$ cat src/rtl/traffic_light_monitor.sv
// rtl/traffic_light_monitor.sv - passive protocol checker for the traffic-light controller bus
//
// Watches the 8-bit lights bus, decodes both direction nibbles and flags
// illegal phase sequencing, conflicting greens, invalid encodings, short
// greens and slow emergency response.
//
// Optional feature macro: TL_MON_PED_EN (walk-bit checking).
//
// Ports:
//   clk        - sole clock, rising edge
//   rst        - synchronous active-high reset
//   emg        - emergency request seen by the controller
//   lights     - controller output, [7:4] direction A, [3:0] direction B
//                (bit3 walk, bit2 red, bit1 yellow, bit0 green)
//   clr_err    - clears the sticky error flags
//   err_pulse  - one-cycle strobes {emg, short, seq, onehot, conflict}
//   err_sticky - accumulated err_pulse, same order
//   phase_a/b  - decoded phase: 0 red, 1 green, 2 yellow, 3 invalid
//   last_green - duration of the last completed green on direction A
//   cycle_cnt  - completed A red->green transitions (wraps)

module traffic_light_monitor #(
  parameter int MIN_GREEN = 8,
  parameter int EMG_LAT   = 4,
  parameter int CW        = 16
) (
  input  logic          clk,
  input  logic          rst,
  input  logic          emg,
  input  logic [7:0]    lights,
  input  logic          clr_err,
  output logic [4:0]    err_pulse,
  output logic [4:0]    err_sticky,
  output logic [1:0]    phase_a,
  output logic [1:0]    phase_b,
  output logic [CW-1:0] last_green,
  output logic [CW-1:0] cycle_cnt
);

  typedef enum logic [1:0] {INIT, RED, GREEN, YELLOW} state_t;

  localparam logic [1:0] PH_RED    = 2'd0;
  localparam logic [1:0] PH_GREEN  = 2'd1;
  localparam logic [1:0] PH_YELLOW = 2'd2;
  localparam logic [1:0] PH_BAD    = 2'd3;

  // Sample pipeline; v_q marks that l_q holds a real post-reset sample so the
  // reset value of l_q is never decoded as an invalid nibble.
  logic [7:0]    l_q;
  logic          e_q;
  logic          e_qq;
  logic          v_q;

  state_t        st_a;
  state_t        st_b;
  logic [CW-1:0] gt_a;
  logic [CW-1:0] gt_b;
  logic [CW-1:0] emg_cnt;
  logic          emg_mode;
  logic          emg_done;

  function automatic logic [1:0] decode(input logic [3:0] n);
    case (n[2:0])
      3'b100:  return PH_RED;
      3'b001:  return PH_GREEN;
      3'b010:  return PH_YELLOW;
      default: return PH_BAD;
    endcase
  endfunction

  function automatic state_t to_state(input logic [1:0] p);
    case (p)
      PH_RED:   return RED;
      PH_GREEN: return GREEN;
      default:  return YELLOW;
    endcase
  endfunction

  // Each settled state has exactly one forbidden successor among the valid
  // phases; GREEN->RED is forgiven while an emergency is being served.
  function automatic logic illegal(input state_t s, input logic [1:0] p, input logic act);
    logic bad;
    bad = 1'b0;
    if (p != PH_BAD) begin
      case (s)
        RED:     bad = (p == PH_YELLOW);
        GREEN:   bad = (p == PH_RED) && !act;
        YELLOW:  bad = (p == PH_GREEN);
        default: bad = 1'b0;
      endcase
    end
    return bad;
  endfunction

  function automatic logic [CW-1:0] sat_inc(input logic [CW-1:0] v);
    return (v == {CW{1'b1}}) ? v : v + CW'(1);
  endfunction

  logic [1:0]    pa;
  logic [1:0]    pb;
  logic          e_rise;
  logic          emg_act;
  logic          walk_bad;
  logic          walk_clear;
  logic          all_red;
  logic          seq_a;
  logic          seq_b;
  logic          onehot;
  logic          conflict;
  logic          leave_a;
  logic          leave_b;
  logic          short_a;
  logic          short_b;
  logic [CW-1:0] cnt_k;
  logic          emg_check;
  logic          emg_fire;
  logic          cyc_inc;
  logic [4:0]    pulse;

`ifdef TL_MON_PED_EN
  // Walk is only legal while the same direction shows red.
  assign walk_bad   = (l_q[7] && (pa != PH_RED)) || (l_q[3] && (pb != PH_RED));
  assign walk_clear = !l_q[7] && !l_q[3];
`else
  logic unused_walk;
  assign walk_bad    = 1'b0;
  assign walk_clear  = 1'b1;
  assign unused_walk = l_q[7] ^ l_q[3];
`endif

  assign pa       = decode(l_q[7:4]);
  assign pb       = decode(l_q[3:0]);
  assign e_rise   = e_q && !e_qq;
  // A rising request counts as emergency in the same cycle it is detected.
  assign emg_act  = emg_mode || e_rise;
  assign all_red  = (pa == PH_RED) && (pb == PH_RED) && walk_clear;

  assign seq_a    = (st_a != INIT) && illegal(st_a, pa, emg_act);
  assign seq_b    = (st_b != INIT) && illegal(st_b, pb, emg_act);
  assign onehot   = (pa == PH_BAD) || (pb == PH_BAD);
  assign conflict = ((pa != PH_RED) && (pb != PH_RED)) || walk_bad;

  assign leave_a  = (st_a == GREEN) && (pa != PH_BAD) && (pa != PH_GREEN);
  assign leave_b  = (st_b == GREEN) && (pb != PH_BAD) && (pb != PH_GREEN);
  assign short_a  = leave_a && (gt_a < CW'(MIN_GREEN)) && !emg_act;
  assign short_b  = leave_b && (gt_b < CW'(MIN_GREEN)) && !emg_act;

  // cnt_k is the number of samples since the request rose, for this sample.
  assign cnt_k     = e_rise ? '0 : emg_cnt + CW'(1);
  assign emg_check = emg_act && (e_rise || !emg_done);
  assign emg_fire  = emg_check && !all_red && (cnt_k == CW'(EMG_LAT));

  assign cyc_inc  = (st_a == RED) && (pa == PH_GREEN) && !(seq_a || seq_b);

  assign pulse = v_q ? {emg_fire, short_a || short_b, seq_a || seq_b, onehot, conflict} : 5'b0;

  always_ff @(posedge clk) begin
    if (rst) begin
      l_q        <= '0;
      e_q        <= 1'b0;
      e_qq       <= 1'b0;
      v_q        <= 1'b0;
      st_a       <= INIT;
      st_b       <= INIT;
      gt_a       <= '0;
      gt_b       <= '0;
      emg_cnt    <= '0;
      emg_mode   <= 1'b0;
      emg_done   <= 1'b0;
      err_pulse  <= '0;
      err_sticky <= '0;
      phase_a    <= PH_RED;
      phase_b    <= PH_RED;
      last_green <= '0;
      cycle_cnt  <= '0;
    end else begin
      l_q  <= lights;
      e_q  <= emg;
      e_qq <= e_q;
      v_q  <= 1'b1;

      err_pulse  <= pulse;
      // A pulse in the clearing cycle still lands in the sticky flags.
      err_sticky <= (clr_err ? 5'b0 : err_sticky) | pulse;

      if (v_q) begin
        phase_a <= pa;
        phase_b <= pb;

        if (pa != PH_BAD) st_a <= to_state(pa);
        if (pb != PH_BAD) st_b <= to_state(pb);

        if ((pa == PH_GREEN) && (st_a != GREEN)) gt_a <= CW'(1);
        else if ((st_a == GREEN) && !leave_a)    gt_a <= sat_inc(gt_a);
        if ((pb == PH_GREEN) && (st_b != GREEN)) gt_b <= CW'(1);
        else if ((st_b == GREEN) && !leave_b)    gt_b <= sat_inc(gt_b);

        if (leave_a) last_green <= gt_a;
        if (cyc_inc) cycle_cnt  <= cycle_cnt + CW'(1);

        if (emg_check) begin
          emg_cnt <= cnt_k;
          if (all_red || emg_fire) emg_done <= 1'b1;
          else if (e_rise)         emg_done <= 1'b0;
        end

        if (e_rise)                            emg_mode <= 1'b1;
        else if (emg_mode && !e_q && all_red) emg_mode <= 1'b0;
      end
    end
  end

endmodule

$ cat config.mk
export PLATFORM = sky130hd
export DESIGN_NAME = traffic_light_monitor
export DESIGN_NICKNAME = d
export VERILOG_FILES = /design/src/rtl/traffic_light_monitor.sv
export SDC_FILE = /design/constraint.sdc
export NUM_CORES = 1
export LEC_CHECK = 0
export ABC_AREA = 1
export CORE_MARGIN = 2
export CORE_UTILIZATION = 38
export CTS_CLUSTER_DIAMETER = 60
export DETAILED_ROUTE_END_ITERATION = 10
export PLACE_DENSITY = 0.67
export SYNTH_ARGS = -nofsm -noshare
export SYNTH_HDL_FRONTEND = slang
export SYNTH_SLANG_ARGS = --single-unit
$ cat constraint.sdc
create_clock -name clk -period 2.7 [get_ports clk]
set_clock_uncertainty 0.1 [all_clocks]
set_input_delay 0.54 -clock clk [delete_from_list [all_inputs] [get_ports clk]]
set_output_delay 0.54 -clock clk [all_outputs]
set_load 0.02 [all_outputs]
## Word-level counts from Yosys, hierarchy flattened

Cells that the tools add are included.

- $add $sub $neg: 4
- Magnitude comparators: 2
- Eq/ne operators: 29
- Multiplexer cells: 22
- Bitwise operators: 1
- Reduce and logical (&&, ||, !) cells: 59

Operators with widths:

| kind | count |
|---|---|
| $mux W16 | 7 |
| $add A16 B1 Y16 const B | 4 |
| $eq A16 B16 Y1 const B | 2 |
| $lt A16 B4 Y1 const B | 2 |
| $logic_and A1 B1 Y1 | 26 |
| $eq A16 B3 Y1 const B | 1 |
| $eq A2 B2 Y1 const B | 8 |
| $reduce_bool A2 Y1 | 8 |
| $ne A2 B2 Y1 const B | 6 |
| $pmux W2 S3 | 2 |
| $reduce_and A2 Y1 | 6 |
| $mux W5 | 2 |
| $reduce_and A3 Y1 | 3 |
| $eq A2 B1 Y1 const B | 4 |
| $logic_not A1 Y1 | 8 |
| $pmux W2 S2 | 2 |
| $mux W1 | 7 |
| $eq A3 B1 Y1 const B | 2 |
| $eq A3 B2 Y1 const B | 2 |
| $eq A3 B3 Y1 const B | 2 |
| $logic_or A1 B1 Y1 | 6 |
| $pmux W1 S3 | 2 |
| $or A5 B5 Y5 | 1 |
| $logic_not A2 Y1 | 2 |
| $ne A2 B1 Y1 const B | 2 |

- Register bits: 110
- Input port bits: 12
- Logic and storage cells: 134

## Longest topological paths before layout

- Word-level depth: 12
- Mapped depth: 13

## Least setup slack after synthesis

Ideal clock, no wire load.

- Path kind: reg2reg
- Start: register cycle_cnt[0]
- End: register cycle_cnt[10]
- Library setup time: 0.070 ns
- Arrival time: 1.588 ns
- Data required time: 2.530 ns
- Path slack: 0.942 ns
- Cell stages (with the launch flop): 8
- Period minus slack after synthesis: 1.758 ns
- Cells stage by stage: dfxtp_1 -> ha_1 -> nand2_1 -> nor3b_1 -> nand4_1 -> xnor2_1 -> nand3_1 -> a21oi_1

- Longest elaborated chain between the ends: 1

Ends and longest elaborated chain:

| element | RTL line | text |
|---|---|---|
| start: declaration | 37 | `output logic [CW-1:0] cycle_cnt` |
| start signal: assignment | 199 | `if (cyc_inc) cycle_cnt <= cycle_cnt + CW'(1);` |
| $add A16 B1 Y16 | 199 |  |

No other way between the ends.
A chain may end at the register's enable or synchronous reset.

## Final worst setup path

- Start: register gt_a[0]
- End: register gt_a[11]

- Longest elaborated chain between the ends: 4
- Elaborated cells on any way between the ends: 7
- Those cells by class: add/sub: 1; eq/ne: 2; mux: 3; reduce/logical: 1

Ends and longest elaborated chain:

| element | RTL line | text |
|---|---|---|
| start: declaration | 56 | `logic [CW-1:0] gt_a;` |
| start signal: assignment | 194 | `else if ((st_a == GREEN) && !leave_a) gt_a <= sat_inc(gt_a);` |
| $add A16 B1 Y16 | 96 | `return (v == {CW{1'b1}}) ? v : v + CW'(1);` |
| $mux W16 | 96 |  |
| $mux W16 | 194 |  |
| $mux W16 | 193 | `if ((pa == PH_GREEN) && (st_a != GREEN)) gt_a <= CW'(1);` |

Parallel ways exist; a longest one is shown, timed or not. The select of a mux whose other input is x is not followed.

==> flow_summary_export.csv <==
group,metric,value,unit
yosys,synth_top_cell_by_area,"dfxtp_1",
worst_setup_path,worstSetupPathType,"register to register",
yosys,synth_ff_type,"dfxtp_1",
die,core,13900,um^2
clock_tree,cts_buffer_depth,2,
yosys,seq_area_frac_synth,40.5,%
die,initial_core_util,38.8,%
yosys,netlist.area_leader.share,40.5,%
clock_tree,cts.reportedPaths.clkPinSlew,0.07,ns
placed_design,io_buffers,55,
cells_and_area,diodes,0,
timing,hold-worst-slack,0.360,ns
cells_and_area,final_area,6390,um^2
yosys,synth_edf_count,0,
clock_tree,cts_resized,0,
cells_and_area,finalNetCount,826,
grt,antenna_found_initial,0,
timing,fmax,457,MHz
route,drtIter0Drc,416,
yosys,syn_avg_cell_area,7.08,um^2
power_and_ir_drop,leakage,0.00230,uW
worst_setup_path,cp.arrival,2.37,ns
timing,hold_viol_final,0,
die,rows,43,
grt,grt_overflow,0,
clock_tree,hold_buffers,0,
power_and_ir_drop,peakVddDrop,0.000332,V
clock_tree,htreeDepth,3,
cells_and_area,nFillCells,1446,
timing,rsz0062_at_grt,"no",
hold_path,hold_path.class,"register to register",
die,die_area,15100,um^2
grt,grt_max_degree,29,
die,fp.dieW,123,um
yosys,synth_common_cells,"nand2_1 (134), dfxtp_1 (109), nor2_1 (89)",
route,num_vias,4944,
grt,grt_pass1_wl,21.6,mm
yosys,synth_warnings,0,
route,drt-total-wl,12.6,mm
route,dr.pass1.iters,5,
yosys,yosysMostFrequentCell,"nand2_1",
route,wire_per_inst,12.6,um
timing,setup_tns,0,ns
timing,maxSlewHeadroom,59.8,%
clock_tree,post-cts-setup-buffer-count,0,
yosys,syn_nets,777,
placed_design,dp_slack,0.544,ns
run_status,run_status,"completed",
power_and_ir_drop,power.density,532,nW/um^2
die,boundaryPins,58,
timing,tightestPinTransition,0.598,ns
yosys,synthTopCellsByArea,"dfxtp_1 (41%), nand2_1 (9.3%), a21oi_1 (7.7%), nand3_1 (7.1%), nor2_1 (6.2%)",
cells_and_area,drive_gt1_share,7.25,%
grt,grt_pass1_vias,4595,
yosys,ys_ff_latch,109,
die,die_y,123,um
yosys,async_reset_ff_share,0,%
clock_tree,clkLatencyLatePin,0.35,ns
timing,fin_crit,2.19,ns
timing,finalMaxSlewViolations,0,
placed_design,place_area,6070,um^2
placed_design,dp_hpwl,9.04,mm
clock_tree,cts.sink_count,109,
yosys,postSynthCellCount,761,
clock_tree,cts_tree,"done",
timing,fin_crit_sh,81.0,%
timing,setup_slack,0.514,ns
cells_and_area,syn2layout_area_growth,18.7,%
worst_setup_path,start_kind,"register",
timing,setup_viol,0,
yosys,syn_area,5390,um^2
route,viasPerCell,4.97,
worst_setup_path,crit_path_end_kind,"register",
clock_tree,cts_root_buf,"clkbuf_16",
placed_design,finalWeightedCongestion,0.876,
route,postRouteAntennaNets,0,
yosys,synth_cell_types,45,
worst_setup_path,worst_ep_required_time,2.89,ns
worst_setup_path,worstPathMaxFanout,14,
clock_tree,cts_buffers,9,
run,cap_viol_max_count,0,
route,drc,0,
grt,grt_use_total,17.5,%
[worst max-delay path: stages (launching register included)]
cell       delay [ns]
dfxtp_1          0.38
ha_1             0.23
nand3_1          0.12
nor2_1           0.20
nand4_1          0.14
nand4_1          0.11
nand2_1          0.28
nand2_1          0.23
nor2_1           0.07
nand2_1          0.06
nand2_1          0.06
a2bb2oi_1        0.12
[routing by layer]
layer	GRT usage, %	vias to the layer above	share of wire (%)
li1	-	2630	-
met1	24.0	2228	51
met2	28.1	77	45
met3	4.29	9	4.1
met4	3.69	0	0.80
met5	0	-	0
[report_power, final]
part	total, uW	internal, uW	leakage (uW)	switching [uW]
logic	302	104	0.00127	198
registers	1690	1650	0.000886	38.6
clock network	1410	832	0.000152	580
[flip-flops by register name (all words and copies together), names as in the netlist]
signal      cells
cycle_cnt      16
e_q             1
e_qq            1
emg_cnt        16
emg_done        1
emg_mode        1
err_pulse       5
err_sticky      5
gt_a           16
gt_b           16
l_q             6
last_green     16
phase_a         2
phase_b         2
st_a            2
st_b            2
v_q             1
[metrics by stage]
step,total power [uW],cells,utilization [%]
after floorplan,1930,761,-
final,3400,994,46.0
after global placement,2020,979,43.8
after global routing,3550,994,46.0
after detailed placement,2030,979,43.8
after CTS,3450,994,46.0
[cells in the final DEF (no fill, tap or decap), drive strengths merged]
cell             n
a211oi           2
a21oi           84
a2bb2oi          1
a311oi           2
a31oi            1
and3             1
buf              9
bufinv           2
clkbuf          11
clkdlybuf4s50   54
clkinv           3
clkinvlp         1
dfxtp          109
ha               4
inv             90
nand2          139
nand3           81
nand4           22
nor2            95
nor3            19
nor3b            2
nor4             8
o211a            1
o211ai           1
o21a             1
o21ai           42
o21bai           2
o22ai            5
o31ai            3
or2              1
xnor2            5
xor2            13
[worst paths after layout]
path	start	endpoint	slack, ns	depth (start not counted)
worst max-delay path	gt_a[0]$_SDFFE_PP0P_	gt_a[11]$_SDFFE_PP0P_	0.51	11
worst min-delay path	last_green[0]$_SDFFE_PP0P_	last_green[0]$_SDFFE_PP0P_	0.36	2
worst max register to register	gt_a[0]$_SDFFE_PP0P_	gt_a[11]$_SDFFE_PP0P_	0.51	11
worst min register to register	last_green[0]$_SDFFE_PP0P_	last_green[0]$_SDFFE_PP0P_	0.36	2
[area by class of cell]
cell class | count | area (um^2) | share of cell area (%)
clock buffers | 11 | 243 | 3.80
flip-flops and latches | 109 | 2180 | 34.1
multi-input cells | 535 | 2720 | 42.5
clock inverters | 4 | 72.6 | 1.14
repair buffers | 63 | 606 | 9.48
inverters | 92 | 345 | 5.40
well taps | 180 | 225 | 3.52
[kinds of logic (layout without fill, tap and decap cells)]
| kind of cell | after synthesis | in the layout | synth area share, % |
|---|---|---|---|
| compound gates | 145 | 145 | 14.4 |
| flops | 109 | 109 | 40.5 |
| fa+ha+maj | 4 | 4 | 0.929 |
| xor+xnor | 18 | 18 | 2.93 |
| buf+inv | 117 | 170 | 9.04 |
| simple gates | 368 | 368 | 32.2 |
Note: power is estimated with default switching activity, not from simulation.
